===== config.mk =====
export PLATFORM = sky130hd
export DESIGN_NAME = id_stage
export DESIGN_NICKNAME = d
export VERILOG_FILES = /design/src/rtl/id_pkg.sv /design/src/rtl/inst_decoder.sv /design/src/rtl/id_stage.sv
export SDC_FILE = /design/constraint.sdc
export NUM_CORES = 1
export LEC_CHECK = 0
export CORE_ASPECT_RATIO = 0.9
export CORE_MARGIN = 4
export CORE_UTILIZATION = 45
export CTS_BUF_LIST = sky130_fd_sc_hd__clkbuf_2
export DETAILED_ROUTE_END_ITERATION = 12
export GPL_TIMING_DRIVEN = 0
export PLACE_DENSITY = 0.86
export SLEW_MARGIN = 40
export SYNTH_ARGS = -nofsm -noshare
export SYNTH_HDL_FRONTEND = slang
export SYNTH_SLANG_ARGS = --single-unit
export TNS_END_PERCENT = 10

===== constraint.sdc =====
create_clock -name i_clk -period 3.5 [get_ports i_clk]
set_clock_uncertainty 0.15 [all_clocks]
set_input_delay 0.35 -clock i_clk [delete_from_list [all_inputs] [get_ports i_clk]]
set_output_delay 0.35 -clock i_clk [all_outputs]
set_load 0.02 [all_outputs]

===== src/rtl/id_pkg.sv =====
`default_nettype none
// ============================================================================
//  Module      : id_pkg
//  Description : Shared types and constants for the RV32I decode stage.
//  Revision    : 1.0 - initial release
// ============================================================================
package id_pkg;

    localparam int c_XLEN = 32;

    localparam logic [6:0] c_OPC_OP     = 7'b0110011;
    localparam logic [6:0] c_OPC_OP_IMM = 7'b0010011;
    localparam logic [6:0] c_OPC_LUI    = 7'b0110111;
    localparam logic [6:0] c_OPC_AUIPC  = 7'b0010111;
    localparam logic [6:0] c_OPC_JAL    = 7'b1101111;
    localparam logic [6:0] c_OPC_JALR   = 7'b1100111;
    localparam logic [6:0] c_OPC_BRANCH = 7'b1100011;
    localparam logic [6:0] c_OPC_LOAD   = 7'b0000011;
    localparam logic [6:0] c_OPC_STORE  = 7'b0100011;

    typedef enum logic [3:0] {
        ALU_ADD    = 4'h0,
        ALU_SUB    = 4'h1,
        ALU_SLT    = 4'h2,
        ALU_SLTU   = 4'h3,
        ALU_XOR    = 4'h4,
        ALU_OR     = 4'h5,
        ALU_AND    = 4'h6,
        ALU_SLL    = 4'h7,
        ALU_SRL    = 4'h8,
        ALU_SRA    = 4'h9,
        ALU_PASS_B = 4'hF
    } alu_op_e;

    typedef enum logic [1:0] {
        OPA_RS1  = 2'd0,
        OPA_PC   = 2'd1,
        OPA_ZERO = 2'd2
    } opa_sel_e;

    typedef enum logic {
        OPB_RS2 = 1'b0,
        OPB_IMM = 1'b1
    } opb_sel_e;

    typedef struct packed {
        alu_op_e           alu_op;
        opa_sel_e          opa_sel;
        opb_sel_e          opb_sel;
        logic [c_XLEN-1:0] imm;
        logic [4:0]        rs1_addr;
        logic [4:0]        rs2_addr;
        logic [4:0]        rd_addr;
        logic              rd_wren;
        logic              mem_rd;
        logic              mem_wr;
        logic              br;
        logic              jmp;
        logic              illegal;
    } ctrl_t;

    // alt selects SUB over ADD and SRA over SRL (funct7[5])
    function automatic alu_op_e alu_from_funct(input logic [2:0] funct3, input logic alt);
        case (funct3)
            3'b000:  return alt ? ALU_SUB : ALU_ADD;
            3'b001:  return ALU_SLL;
            3'b010:  return ALU_SLT;
            3'b011:  return ALU_SLTU;
            3'b100:  return ALU_XOR;
            3'b101:  return alt ? ALU_SRA : ALU_SRL;
            3'b110:  return ALU_OR;
            default: return ALU_AND;
        endcase
    endfunction

endpackage
`default_nettype wire


===== src/rtl/inst_decoder.sv =====
`default_nettype none
// ============================================================================
//  Module      : inst_decoder
//  Description : Combinational RV32I instruction word to control word decode.
//  Revision    : 1.0 - initial release
// ============================================================================
module inst_decoder
    import id_pkg::*;
(
    input  logic [31:0] i_instr,
    output ctrl_t       o_ctrl
);

    logic [6:0]        w_opcode;
    logic [2:0]        w_funct3;
    logic [6:0]        w_funct7;
    logic [c_XLEN-1:0] w_imm_i;
    logic [c_XLEN-1:0] w_imm_s;
    logic [c_XLEN-1:0] w_imm_b;
    logic [c_XLEN-1:0] w_imm_u;
    logic [c_XLEN-1:0] w_imm_j;

    assign w_opcode = i_instr[6:0];
    assign w_funct3 = i_instr[14:12];
    assign w_funct7 = i_instr[31:25];

    assign w_imm_i = {{20{i_instr[31]}}, i_instr[31:20]};
    assign w_imm_s = {{20{i_instr[31]}}, i_instr[31:25], i_instr[11:7]};
    assign w_imm_b = {{19{i_instr[31]}}, i_instr[31], i_instr[7], i_instr[30:25], i_instr[11:8], 1'b0};
    assign w_imm_u = {i_instr[31:12], 12'b0};
    assign w_imm_j = {{11{i_instr[31]}}, i_instr[31], i_instr[19:12], i_instr[20], i_instr[30:21], 1'b0};

    always_comb begin
        o_ctrl          = '0;
        o_ctrl.alu_op   = ALU_ADD;
        o_ctrl.opa_sel  = OPA_RS1;
        o_ctrl.opb_sel  = OPB_RS2;
        o_ctrl.imm      = w_imm_i;
        o_ctrl.rs1_addr = i_instr[19:15];
        o_ctrl.rs2_addr = i_instr[24:20];
        o_ctrl.rd_addr  = i_instr[11:7];

        case (w_opcode)
            c_OPC_OP: begin
                o_ctrl.rd_wren = 1'b1;
                if (w_funct7 == 7'b0000000) begin
                    o_ctrl.alu_op = alu_from_funct(w_funct3, 1'b0);
                end else if (w_funct7 == 7'b0100000 &&
                             (w_funct3 == 3'b000 || w_funct3 == 3'b101)) begin
                    o_ctrl.alu_op = alu_from_funct(w_funct3, 1'b1);
                end else begin
                    o_ctrl.illegal = 1'b1;
                end
            end
            c_OPC_OP_IMM: begin
                o_ctrl.opb_sel = OPB_IMM;
                o_ctrl.rd_wren = 1'b1;
                // Only shift-right reads funct7[5]; ADDI never becomes SUB
                o_ctrl.alu_op  = alu_from_funct(w_funct3, (w_funct3 == 3'b101) && w_funct7[5]);
                if (w_funct3 == 3'b001 && w_funct7 != 7'b0000000)
                    o_ctrl.illegal = 1'b1;
                if (w_funct3 == 3'b101 && w_funct7 != 7'b0000000 && w_funct7 != 7'b0100000)
                    o_ctrl.illegal = 1'b1;
            end
            c_OPC_LUI: begin
                o_ctrl.alu_op  = ALU_PASS_B;
                o_ctrl.opa_sel = OPA_ZERO;
                o_ctrl.opb_sel = OPB_IMM;
                o_ctrl.imm     = w_imm_u;
                o_ctrl.rd_wren = 1'b1;
            end
            c_OPC_AUIPC: begin
                o_ctrl.opa_sel = OPA_PC;
                o_ctrl.opb_sel = OPB_IMM;
                o_ctrl.imm     = w_imm_u;
                o_ctrl.rd_wren = 1'b1;
            end
            c_OPC_JAL: begin
                o_ctrl.opa_sel = OPA_PC;
                o_ctrl.opb_sel = OPB_IMM;
                o_ctrl.imm     = w_imm_j;
                o_ctrl.jmp     = 1'b1;
                o_ctrl.rd_wren = 1'b1;
            end
            c_OPC_JALR: begin
                o_ctrl.opb_sel = OPB_IMM;
                o_ctrl.jmp     = 1'b1;
                o_ctrl.rd_wren = 1'b1;
                if (w_funct3 != 3'b000)
                    o_ctrl.illegal = 1'b1;
            end
            c_OPC_BRANCH: begin
                o_ctrl.opa_sel = OPA_PC;
                o_ctrl.opb_sel = OPB_IMM;
                o_ctrl.imm     = w_imm_b;
                o_ctrl.br      = 1'b1;
            end
            c_OPC_LOAD: begin
                o_ctrl.opb_sel = OPB_IMM;
                o_ctrl.mem_rd  = 1'b1;
                o_ctrl.rd_wren = 1'b1;
            end
            c_OPC_STORE: begin
                o_ctrl.opb_sel = OPB_IMM;
                o_ctrl.imm     = w_imm_s;
                o_ctrl.mem_wr  = 1'b1;
            end
            default: o_ctrl.illegal = 1'b1;
        endcase

        // An illegal word must not produce any architectural side effect
        if (o_ctrl.illegal) begin
            o_ctrl.alu_op  = ALU_ADD;
            o_ctrl.rd_wren = 1'b0;
            o_ctrl.mem_rd  = 1'b0;
            o_ctrl.mem_wr  = 1'b0;
            o_ctrl.br      = 1'b0;
            o_ctrl.jmp     = 1'b0;
        end

        if (o_ctrl.rd_addr == 5'd0)
            o_ctrl.rd_wren = 1'b0;
    end

endmodule
`default_nettype wire


===== src/rtl/id_stage.sv =====
`default_nettype none
// ============================================================================
//  Module      : id_stage
//  Description : RV32I decode pipeline stage, one registered entry with
//                valid/ready handshake and branch-redirect flush.
//  Revision    : 1.0 - initial release
// ============================================================================
module id_stage
    import id_pkg::*;
#(
    parameter int XLEN = c_XLEN,
    parameter int PC_W = 32
) (
    input  logic            i_clk,
    input  logic            i_reset,
    input  logic            i_flush,
    input  logic            i_valid,
    output logic            o_ready,
    input  logic [31:0]     i_instr,
    input  logic [PC_W-1:0] i_pc,
    output logic            o_valid,
    input  logic            i_ready,
    output logic [PC_W-1:0] o_pc,
    output logic [3:0]      o_alu_op,
    output logic [1:0]      o_opa_sel,
    output logic            o_opb_sel,
    output logic [XLEN-1:0] o_imm,
    output logic [4:0]      o_rs1_addr,
    output logic [4:0]      o_rs2_addr,
    output logic [4:0]      o_rd_addr,
    output logic            o_rd_wren,
    output logic            o_mem_rd,
    output logic            o_mem_wr,
    output logic            o_br,
    output logic            o_jmp,
    output logic            o_illegal
);

    ctrl_t           w_dec;
    ctrl_t           r_ctrl;
    logic            r_valid;
    logic [PC_W-1:0] r_pc;

    inst_decoder u_inst_decoder (
        .i_instr (i_instr),
        .o_ctrl  (w_dec)
    );

    assign o_ready = !r_valid || i_ready;

    // Flush wins over accept; data fields are only loaded on a real accept
    always_ff @(posedge i_clk or posedge i_reset) begin
        if (i_reset) begin
            r_valid <= 1'b0;
            r_pc    <= '0;
            r_ctrl  <= '0;
        end else if (i_flush) begin
            r_valid <= 1'b0;
        end else if (o_ready) begin
            r_valid <= i_valid;
            if (i_valid) begin
                r_pc   <= i_pc;
                r_ctrl <= w_dec;
            end
        end
    end

    assign o_valid    = r_valid;
    assign o_pc       = r_pc;
    assign o_alu_op   = r_ctrl.alu_op;
    assign o_opa_sel  = r_ctrl.opa_sel;
    assign o_opb_sel  = r_ctrl.opb_sel;
    assign o_imm      = r_ctrl.imm;
    assign o_rs1_addr = r_ctrl.rs1_addr;
    assign o_rs2_addr = r_ctrl.rs2_addr;
    assign o_rd_addr  = r_ctrl.rd_addr;
    assign o_rd_wren  = r_ctrl.rd_wren;
    assign o_mem_rd   = r_ctrl.mem_rd;
    assign o_mem_wr   = r_ctrl.mem_wr;
    assign o_br       = r_ctrl.br;
    assign o_jmp      = r_ctrl.jmp;
    assign o_illegal  = r_ctrl.illegal;

endmodule
`default_nettype wire


* Word level (Yosys, flattened, before mapping) *
Cells that the tools add are included.

cells by class
  reductions and logical operators = 21
  equal/unequal tests = 17
  bitwise operators = 1
  muxes and demuxes = 27

operators with widths
  kind                                                             number
  31-bit case mux with 4 select lines                              1
  4-bit case mux with 7 select lines                               3
  7-bit by 6-bit == test with 1-bit output, second input constant  4
  7-bit == test, second input constant                             3
  1-bit two-way mux                                                16
  7-bit by 5-bit == test with 1-bit output, second input constant  2
  4-bit two-way mux                                                3
  4-bit case mux with 3 select lines                               1
  3-bit == test, second input constant                             3
  8-bit OR reduction                                               1
  7-bit by 2-bit == test with 1-bit output, second input constant  1
  7-bit logical NOT                                                1
  7-bit by 6-bit != test with 1-bit output, second input constant  1
  7-bit nonzero test                                               1
  7-bit OR reduction                                               1
  3-bit by 2-bit == test with 1-bit output, second input constant  2
  6-bit OR reduction                                               1
  1-bit logical AND                                                5
  5-bit logical NOT                                                1
  5-bit two-way mux                                                1
  1-bit case mux with 4 select lines                               1
  2-bit case mux with 2 select lines                               1
  2-bit OR reduction                                               2
  3-bit by 1-bit == test with 1-bit output, second input constant  1
  other kinds (8)                                                  9

word-level totals
  output and inout port bits = 94
  bits in registers = 93
  input port bits = 69
  logic and storage cells = 81

* Longest topological paths before layout *
  depth after elaboration = 8
  mapped depth = 7
  mapped depth without buffers = 6

* By module *
A second synthesis with hierarchy kept.

second synthesis, totals
  cells, all modules = 336
  area total of the unflattened synthesis = 4819.6 um^2

by module, submodules not included
  module        area an instance (um^2)  cells each  seq. area each (um^2)  times used
  id_stage      3898.7                   201         2327.2                 1
  inst_decoder  920.9                    135         0.0                    1

* Worst setup path after synthesis *
OpenSTA, ideal clock, no wires.

  path type = reg2reg
  from = register r_valid (netlist: o_valid)
  to = register r_ctrl, in the netlist o_alu_op[2]
  slack = 1.640 ns
  buffers on the path = 0
  stages on the path, launching flop included = 7
  period minus slack after synthesis = 1.860 ns
  arrival = 1.635 ns
  data required time = 3.275 ns
  library setup time = 0.075 ns
  cells stage by stage = dfrtp_1 > nor2b_1 > inv_1 > nand3b_1 > or3_1 > o22a_1 > o21ai_2

on the way
  word-level cells in the longest chain between the ends = 3

RTL lines
  item                                  line            RTL
  start, declared                       id_stage.sv:41  logic r_valid;
  start signal, assigned                id_stage.sv:60  r_valid <= i_valid;
  1-bit logical NOT                     id_stage.sv:49  assign o_ready = !r_valid || i_ready;
  1-bit logical OR                      id_stage.sv:49
  named net o_ready                     id_stage.sv:18  output logic o_ready,
  3-bit AND reduction (no source line)  -
  end signal, assigned                  id_stage.sv:63  r_ctrl <= w_dec;
  end, declared                         id_stage.sv:40  ctrl_t r_ctrl;

The timed path passes the listed nets, and every way through them passes these cells.
A chain may end at the register's enable or synchronous reset.

* Final worst setup path *
  from = register r_valid (netlist: o_valid)
  to = output o_ready

on the way
  word-level cells in the longest chain between the ends = 2

RTL lines
  item               line
  1-bit logical NOT  id_stage.sv:49
  1-bit logical OR   id_stage.sv:49
  end, declared      id_stage.sv:18

No other way between the ends.

==> summary.md <==
| Metric | Value |
|---|---|
| Fraction of layout instances using a drive strength above 1 | 7.47% |
| Tightest hold margin | 0.0726 ns |
| Count of yosys warnings during synthesis | 0 |
| Initial Utilization | 47.1% |
| Final Max Slew Viols | 0 |
| Vias after detailed routing | 4048 |
| Net count after synthesis | 533 |
| Most used flip-flop cell after synthesis | sky130_fd_sc_hd__dfrtp_1 |
| Leakage dissipation | 2.72 nW |
| Final worst setup slack | 1.16 ns |
| Total standard cell area after synthesis | 4110 um2 |
| FP Rows | 32 |
| CP Cell Sequence | nor2b_1 > inv_1 > clkdlybuf4s50_1 |
| # diodes | 0 |
| Die boundary width | 109 um |
| Routed len/inst | 17.2 um |
| RSZ-0062 raised after global routing | no |
| Worst slack, placed | 0.913 ns |
| Largest fanout of any net on the critical path | 3 |
| Setup Buffers After CTS | 0 |
| First-pass GRT wire length | 21.0 mm |
| DRC errors left | 0 |
| CP Launch Type | flip-flop |
| Highest cell delay on the worst timing path | 0.55 ns |
| Count of buffers from port buffering | 159 |
| Sequential area share after synthesis | 56.6% |
| Top library cells by usage in the layout, fill and taps aside | sky130_fd_sc_hd__nand2_1, sky130_fd_sc_hd__clkdlybuf4s50_1, sky130_fd_sc_hd__dfrtp_1 |
| Synth Area in Compound Gates | 13.5% |
| Max-slew headroom at the worst pin | 61.6% |
| Sum of net half-perimeters after detailed placement | 10.1 mm |
| Register bit count reported by yosys | 93 |
| Fraction of power spent switching nets | 34.6% |
| Part of the total power dissipated in combinational logic | 31.6% |
| CTS tree | built |
| Minimum clock period | 2.34 ns |
| Placer's final routability congestion estimate | 0.930 |
| Yosys cell types | 49 |
| Top Ports | 163 |
| Number of endpoints failing setup at the final stage | 0 |
| Portion of the clock cycle consumed by the worst path in the final layout | 66.9% |
| Sort of element at the end of the critical path | output pin |
| Cell with the biggest individual delay on the critical path | sky130_fd_sc_hd__clkdlybuf4s50_1 |
| Total iterations of the first detailed-routing run | 5 |
| Die Y | 98.7 um |
| Final count of hold timing violations | 0 |
| Clock transition at the registers of the reported paths | 0.25 ns |
| Final Instance Area | 6020 um2 |
| Post-DP Area | 5880 um2 |
| Fraction of power consumed by sequential logic | 49.5% |
| Routed WL | 13.1 mm |
| Via count of the first global-routing pass | 4105 |
| Largest buffer count on any clock path | 2 |
| Total die area | 10700 um2 |
| Adder-cell share of the synthesized area | 0% |
| Async set-reset flop share out of synthesis | 100% |
| Net switching power figure | 0.000900 W |
| Total area of multi-input combinational cells | 1600 um2 |
| Post-Synthesis Mean Instance Area | 8.86 um2 |
| Simple logic cell fraction of the synthesized area | 24.7% |
| Number of vias per cell | 5.31 |
| Syn-to-layout area delta | 46.4% |
| GRT Resource Usage Total | 25.0% |
| Worst endpoint data arrival time | 1.84 ns |
| Total congestion overflow after global routing | 0 |
| Setup TNS | 0 ns |
| # Max-Cap Violations | 0 |
| Share of power burned in the clock network | 18.8% |
| Xor/xnor cell area share of the yosys netlist | 0.426% |
| Cells after Synth | 464 |
| Slew at the pin closest to its max-slew limit | 0.575 ns |
| Hold Crit Class | in -> reg |
| Run status | completed |
| Post-layout net count | 707 |
| Count of flip-flops with a built-in enable after synthesis | 0 |
| Internal power consumption | 0.00170 W |
| Total power | 0.00260 W |
| Inserted Clock Buffers | 9 |
| Power density of the placed cells | 432 nW/um2 |
| Fmax | 427 MHz |
| Clock sink total | 93 |
| Setup Crit Path Kind | reg -> out |
| Pin count of the biggest net entering global routing | 55 |
| Commonest non-fill, non-tap cell in the layout | sky130_fd_sc_hd__nand2_1 |
| Cell chosen for the clock root | sky130_fd_sc_hd__clkbuf_2 |
| Iteration-0 DRC Markers | 272 |
| Combinational family with the most area after synthesis | simple AND/OR/NAND/NOR gates |
| Proportion of synthesized area in mux cells | 0.274% |
| Core Area | 8730 um2 |
| Antenna violations before repair | 0 |
| Peak VDD IR | 0.000198 V |
| Filler Cell Count | 677 |
| Count of antenna-violating nets left after detailed routing | 0 |
| Worst skew pair latency | 0.52 ns |
| Area used by sequential logic in the layout | 2330 um2 |
| Number of levels the H-tree was split into | 3 |
| Required arrival time at the worst endpoint | 3.00 ns |
cell type report:
cell class,count,area share [%]
repair buffers,163,27.4
plain buffers,29,2.41
flip-flops and latches,93,38.7
multi-input cells,332,26.6
well taps,119,2.47
clock inverters,7,0.977
inverters,10,0.707
clock buffers,9,0.749
power by group through the flow:
stage	combinational, W	sequential [W]	clock [W]
global placement	0.000800	0.00130	0
finish	0.000823	0.00129	0.000490
floorplan	0.000197	0.00147	0
global route	0.000885	0.00131	0.000554
detailed placement	0.000825	0.00131	0
CTS	0.000830	0.00129	0.000507
state kept, by name (all words and copies together), names as in the netlist:
name,cells
o_alu_op,4
o_br,1
o_illegal,1
o_imm,32
o_jmp,1
o_mem_rd,1
o_mem_wr,1
o_opa_sel,2
o_opb_sel,1
o_pc,32
o_rd_addr,5
o_rd_wren,1
o_rs1_addr,5
o_rs2_addr,5
o_valid,1
cell usage after synthesis (2+ instances only):
master / number / share of area (%)
sky130_fd_sc_hd__a211oi_1: 2 / 0.37
sky130_fd_sc_hd__a21oi_1: 23 / 2.8
sky130_fd_sc_hd__a221oi_1: 4 / 0.85
sky130_fd_sc_hd__a31oi_1: 3 / 0.46
sky130_fd_sc_hd__a32oi_1: 2 / 0.43
sky130_fd_sc_hd__and4bb_2: 2 / 0.61
sky130_fd_sc_hd__buf_2: 17 / 2.1
sky130_fd_sc_hd__buf_6: 2 / 0.55
sky130_fd_sc_hd__clkbuf_1: 10 / 0.91
sky130_fd_sc_hd__dfrtp_1: 93 / 57
sky130_fd_sc_hd__inv_1: 10 / 0.91
sky130_fd_sc_hd__nand2_1: 192 / 18
sky130_fd_sc_hd__nand3_1: 2 / 0.24
sky130_fd_sc_hd__nand4_1: 2 / 0.30
sky130_fd_sc_hd__nand4b_1: 2 / 0.43
sky130_fd_sc_hd__nor2_1: 21 / 1.9
sky130_fd_sc_hd__nor2b_1: 3 / 0.46
sky130_fd_sc_hd__nor3_1: 2 / 0.24
sky130_fd_sc_hd__o21ai_0: 30 / 3.7
sky130_fd_sc_hd__o21ai_1: 5 / 0.61
sky130_fd_sc_hd__o22a_1: 2 / 0.43
sky130_fd_sc_hd__o31ai_1: 7 / 1.3
sky130_fd_sc_hd__o41ai_1: 2 / 0.43
routing by layer:
layer	GRT usage [%]	share of wire (%)
met5	0	0
met4	6.21	1.2
met3	7.40	9.6
met2	41.4	49
met1	32.2	40
cell families after synthesis:
logic type             Yosys count
AND/OR/NAND/NOR                239
multiplexers                     1
buffers and inverters           39
XOR/XNOR                         2
AO/OA/AOI/OAI                   90
flip-flops                      93
worst max-delay path, delay by kind of cell (launching register included):
kind | cells | cell delay, ns
AND/OR/NAND/NOR | 1 | 0.27
flip-flops | 1 | 0.39
buffers and inverters | 2 | 0.66
through the flow:
stage / std cells / utilization, %
after global routing: 762 / 68.9
after detailed placement: 743 / 67.4
after floorplan: 464 / -
final: 762 / 68.9
after global placement: 742 / 67.0
after CTS: 762 / 68.9
path summary, 6_finish.rpt:
path | from | to | slack [ns] | cells after the start
min in group asynchronous | i_reset | o_pc[13] | 0.58 | 3
max reg2reg | o_valid | o_mem_rd | 1.31 | 5
max in group asynchronous | i_reset | o_imm[17] | 2.01 | 4
max | o_valid | o_ready | 1.16 | 3
min | i_instr[2] | o_opb_sel | 0.07 | 4
min reg2reg | o_pc[0] | o_pc[0] | 0.37 | 2
repair_timing:
action,CTS,global route
hold endpoints to repair,23,0
setup endpoints to repair,0,0
hold buffers,3,0
resized for setup,0,0
Note: power is estimated with default switching activity, not from simulation.
